**src/rtl/avalon_packet_enforcer.sv**
```systemverilog
// Avalon-ST packet-framing enforcer between an untrusted source and a trusted sink.
// The data path is combinational (zero latency). Orphan beats are discarded, and a
// packet cut short by a new SOP is closed with a synthetic error EOP. Packets longer
// than MAX_PKT_BEATS are truncated. Each violation raises a registered one-cycle
// pulse and increments a saturating counter.
module avalon_packet_enforcer #(
    parameter int DATA_WIDTH_IN_BYTES = 8,
    parameter int EMPTY_WIDTH         = $clog2(DATA_WIDTH_IN_BYTES),
    parameter int MAX_PKT_BEATS       = 256,
    parameter int CNT_WIDTH           = 16
) (
    input  logic                           clk,
    input  logic                           rst,
    input  logic [DATA_WIDTH_IN_BYTES*8-1:0] in_data,
    input  logic [EMPTY_WIDTH-1:0]         in_empty,
    input  logic                           in_valid,
    input  logic                           in_sop,
    input  logic                           in_eop,
    output logic                           in_rdy,
    output logic [DATA_WIDTH_IN_BYTES*8-1:0] out_data,
    output logic [EMPTY_WIDTH-1:0]         out_empty,
    output logic                           out_valid,
    output logic                           out_sop,
    output logic                           out_eop,
    output logic                           out_error,
    input  logic                           out_rdy,
    input  logic                           clear_counters,
    output logic                           packet_didnt_started,
    output logic                           packet_in_packet,
    output logic                           packet_too_long,
    output logic [CNT_WIDTH-1:0]           orphan_cnt,
    output logic [CNT_WIDTH-1:0]           pip_cnt,
    output logic [CNT_WIDTH-1:0]           oversize_cnt
);

    localparam int BEAT_W = $clog2(MAX_PKT_BEATS + 1);
    localparam logic [BEAT_W-1:0] BEAT_LIMIT = BEAT_W'(MAX_PKT_BEATS);

    typedef enum logic [1:0] {
        WAIT_FOR_SOP = 2'd0,
        IN_PACKET    = 2'd1,
        DROP_TAIL    = 2'd2
    } state_t;

    state_t            state, state_nxt;
    logic [BEAT_W-1:0] beat_cnt, beat_cnt_nxt;
    logic [BEAT_W-1:0] beat_pos;
    logic              drop_beat, insert_eop, fwd_beat, truncate;
    logic              orphan_evt, pip_evt, oversize_evt;

    // Increment a counter by one, holding it at all-ones.
    function automatic logic [CNT_WIDTH-1:0] sat_inc(input logic [CNT_WIDTH-1:0] cnt,
                                                     input logic evt);
        return (evt && !(&cnt)) ? cnt + CNT_WIDTH'(1) : cnt;
    endfunction

    // Classify the current beat, then steer handshake, outputs and next state.
    always_comb begin
        // NOTE: every variable gets a default first so that no path leaves one unassigned, which would infer a latch.
        state_nxt    = state;
        beat_cnt_nxt = beat_cnt;
        orphan_evt   = 1'b0;
        pip_evt      = 1'b0;
        oversize_evt = 1'b0;
        in_rdy       = out_rdy;
        out_valid    = 1'b0;
        out_data     = '0;
        out_empty    = '0;
        out_sop      = 1'b0;
        out_eop      = 1'b0;
        out_error    = 1'b0;

        // Inside a packet an SOP means interruption; outside one a non-SOP beat has no home.
        insert_eop = (state == IN_PACKET) && in_sop;
        drop_beat  = (state != IN_PACKET) && !in_sop;
        fwd_beat   = in_valid && !drop_beat && !insert_eop;
        // Position of this beat in its packet. An SOP always opens at position 1.
        beat_pos   = in_sop ? BEAT_W'(1) : beat_cnt + BEAT_W'(1);
        // A legal EOP at the limit is not a truncation.
        truncate   = fwd_beat && !in_eop && (beat_pos == BEAT_LIMIT);

        if (in_valid) begin
            if (drop_beat) begin
                in_rdy = 1'b1;
                if (state == WAIT_FOR_SOP) begin
                    orphan_evt = 1'b1;
                end else if (in_eop) begin
                    state_nxt = WAIT_FOR_SOP;
                end
            end else if (insert_eop) begin
                // Hold the new SOP on the input while the open packet is closed.
                in_rdy    = 1'b0;
                out_valid = 1'b1;
                out_eop   = 1'b1;
                out_error = 1'b1;
                if (out_rdy) begin
                    pip_evt   = 1'b1;
                    state_nxt = WAIT_FOR_SOP;
                end
            end else begin
                out_valid = 1'b1;
                out_data  = in_data;
                out_sop   = in_sop;
                out_eop   = in_eop | truncate;
                out_error = truncate;
                out_empty = in_eop ? in_empty : '0;
                if (out_rdy) begin
                    beat_cnt_nxt = beat_pos;
                    if (in_eop) begin
                        state_nxt = WAIT_FOR_SOP;
                    end else if (truncate) begin
                        oversize_evt = 1'b1;
                        state_nxt    = DROP_TAIL;
                    end else begin
                        state_nxt = IN_PACKET;
                    end
                end
            end
        end
    end

    // State register, beat counter and one-cycle violation pulses.
    always_ff @(posedge clk) begin
        // NOTE: sequential state uses non-blocking assignments so that every register samples pre-edge values.
        if (rst) begin
            state                <= WAIT_FOR_SOP;
            beat_cnt             <= '0;
            packet_didnt_started <= 1'b0;
            packet_in_packet     <= 1'b0;
            packet_too_long      <= 1'b0;
        end else begin
            state                <= state_nxt;
            beat_cnt             <= beat_cnt_nxt;
            packet_didnt_started <= orphan_evt;
            packet_in_packet     <= pip_evt;
            packet_too_long      <= oversize_evt;
        end
    end

    // Saturating violation counters. A clear wins over a same-cycle increment.
    always_ff @(posedge clk) begin
        if (rst || clear_counters) begin
            orphan_cnt   <= '0;
            pip_cnt      <= '0;
            oversize_cnt <= '0;
        end else begin
            orphan_cnt   <= sat_inc(orphan_cnt, orphan_evt);
            pip_cnt      <= sat_inc(pip_cnt, pip_evt);
            oversize_cnt <= sat_inc(oversize_cnt, oversize_evt);
        end
    end

endmodule

```
**config.mk**
```make
export PLATFORM = sky130hd
export DESIGN_NAME = avalon_packet_enforcer
export DESIGN_NICKNAME = d
export VERILOG_FILES = /design/src/rtl/avalon_packet_enforcer.sv
export SDC_FILE = /design/constraint.sdc
export NUM_CORES = 1
export LEC_CHECK = 0
export CORE_UTILIZATION = 40
export DETAILED_ROUTE_END_ITERATION = 12
export GPL_ROUTABILITY_DRIVEN = 0
export PLACE_DENSITY = 0.82
export SLEW_MARGIN = 20
export SYNTH_ARGS = -nofsm -noshare
export SYNTH_HDL_FRONTEND = slang
export SYNTH_SLANG_ARGS = --single-unit
```
**constraint.sdc**
```tcl
create_clock -name clk -period 3 [get_ports clk]
set_input_delay 0.6 -clock clk [delete_from_list [all_inputs] [get_ports clk]]
set_output_delay 0.6 -clock clk [all_outputs]
set_load 0.01 [all_outputs]
```
==> results.ini, run 1 <==
[timing]
max_slew.worst_pin.slew_ns=0.564
slew_viol_final=0
clock.fmax_mhz=336
fin_crit_ns=2.97
rsz0062_at_grt=yes
maxSlewHeadroom_pct=62.0
fin_crit_sh_pct=99.1
hold_viol=0
setup_violations=0
skew_ns=0.0121

[synthesis]
syn-num-nets=539
yosysMostFrequentCell=and2_1
synth_compound_area_share_pct=12.6
synth_area_per_cell_um2=7.97
synth_edf_count=0
ys_async_sr_fraction_pct=0
synth.largest_area_cell=dfxtp_1
ys_ff_latch=62
synthSimpleGateAreaFrac_pct=38.1
synth.distinct_cells=54
synth_common_cells=and2_1 (70), dfxtp_1 (62), nor2_1 (47), a21oi_1 (30), nand2_1 (28)
yosys.area_share.adder_pct=2.40
yosysTopAreaCellShare_pct=34.0
syn_inst=458
synth_area_um2=3650
synth_warnings=0
ys.flop_type=dfxtp_1
synth_mux_area_share_pct=1.37
yosysSeqAreaShare_pct=34.0
synth_xor_xnor_area_share_pct=6.72
synth_top_family_by_area=simple AND/OR/NAND/NOR gates
synth.top_cells.by_area=dfxtp_1 (34%), and2_1 (12%), nor2_1 (4.8%)

[global_routing]
grt_pass1_wl_um=21000
grt_pass1_vias=4039
track_usage_pct=27.9
grt_max_degree=35
grt_overflow=0
antenna_found_initial=0

[critical_path]
crit_fanout=3
crit_arrival_ns=2.37
cp.required_ns=2.40
endpoint_kind=output port
start_kind=primary input
crit_type=in -> out

[route]
vias=4173
drc_errors=0
ant_nets=0
viasPerCell=5.34
first_iter_violations=210
routed_wl_um=13400
wire_per_inst_um=17.2
drtPass1Iterations=4

[place]
dp_hpwl_um=10600
postPlaceCellArea_um2=5790
io_buffers=196

[clock_network]
clk_latency_ns=0.35
clockRootBuffer=clkbuf_8
cts_buffers=9
cts_sinks=62
cts_tree=done
cts_max_level=3
cts.clk_slew.worst_paths_ns=0.07
cts_max_path_buffers=2

[power_and_ir_drop]
cellPowerDensity_nw_per_um2=342
seqPwrFrac_pct=39.7
peakVddDrop_v=0.000186
p_leak_nw=2.58
p_int_w=0.00158
switching_share_pct=24.3
p_switching_w=0.000507
comb_power_share_pct=16.2
clock_power_share_pct=44.1

[floorplan]
dieArea_um2=9510
die_x_um=97.5
rows=34
die_h_um=97.5
io_pins=197
start_util_pct=41.7
core_um2=8760

[cells_and_area]
area_growth_pct=66.8
postLayoutCellArea_um2=6090
final_net_count=749
diodes=0
fillers=724
regArea_um2=1240
final_core_utilization_pct=69.5
multi_input_area_um2=2260
drive_above_1_share_pct=9.21

[job]
max_cap_violations=0

[hold_path]
hold_class=reg -> reg

[status]
outcome=finished clean

## through the flow
| stage | total power (W) | cells | hold WS [ns] | setup TNS (ns) | setup slack, ns |
|---|---|---|---|---|---|
| 2_1_floorplan | 0.000957 | 458 | 0.441 | 0 | 0.278 |
| 3_3_place_gp | 0.00118 | 762 | 0.456 | -25.89 | -0.417 |
| 3_5_place_dp | 0.00119 | 762 | 0.482 | -35.23 | -0.526 |
| 4_1_cts | 0.00209 | 781 | 0.502 | 0 | 0.0167 |
| 5_1_grt | 0.00215 | 781 | 0.504 | -0.0150 | -0.00739 |
| 6_report | 0.00208 | 781 | 0.488 | 0 | 0.0280 |
## placed cells by master, fill, tap and decap left out, types with 3 or more instances in the layout
cell type	count
nand2_1	28
a21oi_1	30
nor2_1	47
a31oi_1	4
clkdlybuf4s50_1	147
nor4_1	5
xor2_1	15
nand3_1	21
or3_1	16
mux2i_1	5
inv_1	11
dlymetal6s2s_1	10
dfxtp_1	61
and2_1	70
nand4_1	18
ha_1	5
and4_1	7
o21ai_0	21
and3_1	11
clkbuf_8	9
dlygate4sd2_1	37
buf_4	23
bufinv_16	3
xnor2_1	13
nor3_1	6
## cell type report
| type | instances | area share [%] |
|---|---|---|
| Timing Repair Buffer | 222 | 35.6 |
| Clock buffer | 9 | 2.03 |
| Inverter | 11 | 0.678 |
| Multi-Input combinational cell | 362 | 37.1 |
| Clock inverter | 7 | 1.97 |
| Tap cell | 108 | 2.22 |
| Sequential cell | 62 | 20.4 |
## state kept, by name, summed over array words and instances (netlist names)
register and count:
orphan_cnt 16, oversize_cnt 16, pip_cnt 16, beat_cnt 9, state 2, packet_didnt_started 1
packet_in_packet 1, packet_too_long 1
## critical path, stage by stage
cell	delay (ns)
clkdlybuf4s50_1	0.44
nor4b_1	0.40
nand3_2	0.16
a21oi_4	0.15
and3_2	0.21
nor3_1	0.06
nor2b_1	0.12
clkdlybuf4s15_2	0.23
## cell families (layout without fill, tap and decap cells)
kind of cell / count (synthesis) / count (layout)
AO/OA/AOI/OAI: 73 / 73
XOR/XNOR: 28 / 28
adder cells (fa/ha/maj): 7 / 7
buffers and inverters: 34 / 249
flip-flops: 62 / 62
multiplexers: 5 / 5
AND/OR/NAND/NOR: 249 / 249
## path summary, 6_finish.rpt
kind | from | end | slack (ns) | cells after the start
min reg2reg | state[1] | state[1] | 0.49 | 1
min | state[1] | state[1] | 0.49 | 1
max | in_eop | out_eop | 0.03 | 8
max reg2reg | state[0] | oversize_cnt[8] | 0.50 | 9
## repair_timing
action	4_1_cts	5_1_grt
hold buffers	0	0
setup endpoints to repair	71	33
resized for setup	47	16
pin swaps	1	1
setup buffers	2	0
cloned	1	0
## layer usage
| layer | vias to the layer above | global-route usage [%] | share of wire (%) |
|---|---|---|---|
| li1 | 2017 | - | - |
| met1 | 1974 | 28.7 | 37 |
| met2 | 158 | 54.4 | 55 |
| met3 | 24 | 7.77 | 6.5 |
| met4 | 0 | 7.69 | 2.0 |
| met5 | - | 0 | 0 |
## power by group through the flow
| stage | Sequential [W] | Clock [W] | Combinational, W |
|---|---|---|---|
| 6_report | 0.000827 | 0.000919 | 0.000337 |
| 5_1_grt | 0.000827 | 0.000963 | 0.000356 |
| 4_1_cts | 0.000827 | 0.000923 | 0.000339 |
| 3_5_place_dp | 0.000846 | 0 | 0.000341 |
| 3_3_place_gp | 0.000846 | 0 | 0.000336 |
| 2_1_floorplan | 0.000847 | 0 | 0.000110 |
No activity file was read; power rests on OpenSTA's default activity.
==> run 2, diff against run 1 <==
--- a/config.mk
+++ b/config.mk
@@ -5,10 +5,13 @@
 export SDC_FILE = /design/constraint.sdc
 export NUM_CORES = 1
 export LEC_CHECK = 0
-export CORE_UTILIZATION = 40
+export CELL_PAD_IN_SITES_DETAIL_PLACEMENT = 1
+export CELL_PAD_IN_SITES_GLOBAL_PLACEMENT = 1
+export CORE_UTILIZATION = 27
 export DETAILED_ROUTE_END_ITERATION = 12
 export GPL_ROUTABILITY_DRIVEN = 0
-export PLACE_DENSITY = 0.82
+export HOLD_SLACK_MARGIN = 0.12
+export PLACE_DENSITY_LB_ADDON = 0.1
 export SLEW_MARGIN = 20
 export SYNTH_ARGS = -nofsm -noshare
 export SYNTH_HDL_FRONTEND = slang
==> run 2 against run 1 <==
Sequential share of layout area down 0.52 points. Die area up 47%. Critical path depth down 1. Fmax up 1.5%. Worst setup slack better by 0.043 ns. Largest cell class unchanged.
==> results.ini, run 2 (synthesis gave the netlist of run 1 again) <==
[timing]
setup_violations=0
rsz0062_at_grt=no
max_slew.worst_pin.slew_ns=0.754
clock.fmax_mhz=341
setup_slack_ns=0.0710
fin_crit_ns=2.93
maxSlewHeadroom_pct=49.7
fin_crit_sh_pct=97.6
slew_viol_final=0
hold_viol=0
tns_ns=0
skew_ns=0.00811

[critical_path]
crit_fanout=34
reg2reg_depth=11
crit_arrival_ns=2.33
worstReg2RegStart=state[1]
endpoint_kind=output port
cp.required_ns=2.40
r2r_end=oversize_cnt[14]
r2r_slack_ns=0.53
crit_type=in -> out
start_kind=primary input

[place]
dp_hpwl_um=11400
dp_slack_ns=-0.553
postPlaceCellArea_um2=5910
io_buffers=196
place_inst=834

[route]
first_iter_violations=181
routed_wl_um=14400
drtPass1Iterations=4
viasPerCell=4.90
vias=4187
drc_errors=0
wire_per_inst_um=16.9
ant_nets=0

[floorplan]
io_pins=197
die_h_um=118
dieArea_um2=14000
die_x_um=118
start_util_pct=27.7
core_um2=13200
rows=42

[clock_network]
postCtsHoldBufs=0
clockRootBuffer=clkbuf_16
cts_max_level=3
cts_tree=done
cts_sinks=62
clk_latency_ns=0.33
cts.clk_slew.worst_paths_ns=0.05
cts_buffers=9
cts_max_path_buffers=2

[power_and_ir_drop]
p_leak_nw=2.49
cellPowerDensity_nw_per_um2=359
peakVddDrop_v=0.000280

[hold_path]
hold_class=reg -> reg
worstHoldStart=state[1]
whs_path_depth=1
whs_endpoint=state[1]

[cells_and_area]
final_core_utilization_pct=47.4
drive_above_1_share_pct=9.73
fin_cells=854
diodes=0
fillers=1571
final_common_cell=clkdlybuf4s50_1
final_net_count=754
layout_common_cells=clkdlybuf4s50_1 (154), and2_1 (70), dfxtp_1 (61)
postLayoutCellArea_um2=6250
area_growth_pct=71.1
reg_top3=orphan_cnt: 16 flops, oversize_cnt: 16 flops, pip_cnt: 16 flops

[status]
outcome=finished clean

[job]
max_cap_violations=0

[global_routing]
grt_max_degree=37
antenna_found_initial=0
grt_pass1_vias=4340
grt_overflow=0
grt_pass1_wl_um=22900
track_usage_pct=21.0

[run 2: cell types whose count changed in the layout (fill, tap and decap cells not counted), sizes merged]
| cell | previous run | this run |
|---|---|---|
| clkdlybuf4s15 | 1 | 0 |
| clkdlybuf4s50 | 147 | 154 |
| dlygate4sd2 | 37 | 39 |
| dlymetal6s2s | 10 | 1 |
| bufinv | 3 | 1 |
| buf | 26 | 32 |
| clkbuf | 10 | 12 |
[run 2: cell type report]
cell class / instances / area (µm²) / share of cell area, %
Multi-Input combinational cell: 362 / 2260 / 36.2
Timing Repair Buffer: 227 / 2170 / 34.8
Clock buffer: 11 / 253 / 4.05
Sequential cell: 62 / 1240 / 19.9
Tap cell: 176 / 220 / 3.53
Inverter: 11 / 41.3 / 0.661
Clock inverter: 5 / 56.3 / 0.901
[run 2: layer usage]
| layer | vias up | track usage, % | share of wire [%] |
|---|---|---|---|
| met5 | - | 0 | 0 |
| met3 | 17 | 6.71 | 7.1 |
| met1 | 1999 | 21.4 | 38 |
| li1 | 2032 | - | - |
| met2 | 139 | 40.5 | 54 |
| met4 | 0 | 5.37 | 1.4 |
[run 2: how the worst max path moves through the flow]
stage	startpoint	to	slack [ns]
floorplan	in_sop	out_eop	0.28
global placement	in_sop	out_data[4]	-0.48
detailed placement	in_sop	out_data[3]	-0.55
CTS	state[1]	out_error	0.02
global route	in_sop	out_eop	0.003
finish	in_sop	out_data[8]	0.07
[run 2: through the flow]
step	total power, W	hold slack [ns]
after CTS	0.00227	0.476
after global routing	0.00233	0.481
final	0.00225	0.461
after floorplan	0.000957	0.441
after detailed placement	0.00119	0.464
after global placement	0.00119	0.452
[run 2: critical path: stages]
cell             delay (ns)
dlygate4sd2_1          0.24
inv_1                  0.08
ha_2                   0.21
nor3b_4                0.27
buf_12                 0.21
and2_1                 0.15
clkdlybuf4s50_1        0.57
[run 2: power breakdown]
part / internal (W) / total [W] / leakage (nW) / switching (W)
sequential: 0.000826 / 0.000829 / 0.500 / 0.00000239
combinational: 0.000200 / 0.000337 / 1.84 / 0.000137
clock: 0.000688 / 0.00108 / 0.152 / 0.000391
total: 0.00171 / 0.00225 / 2.49 / 0.000530
[run 2: timing repair]
action,CTS,global route
cloned,1,0
endpoints found under the setup margin,70,31
resized for setup,52,5
pin swaps,1,1
buffers inserted,3,0
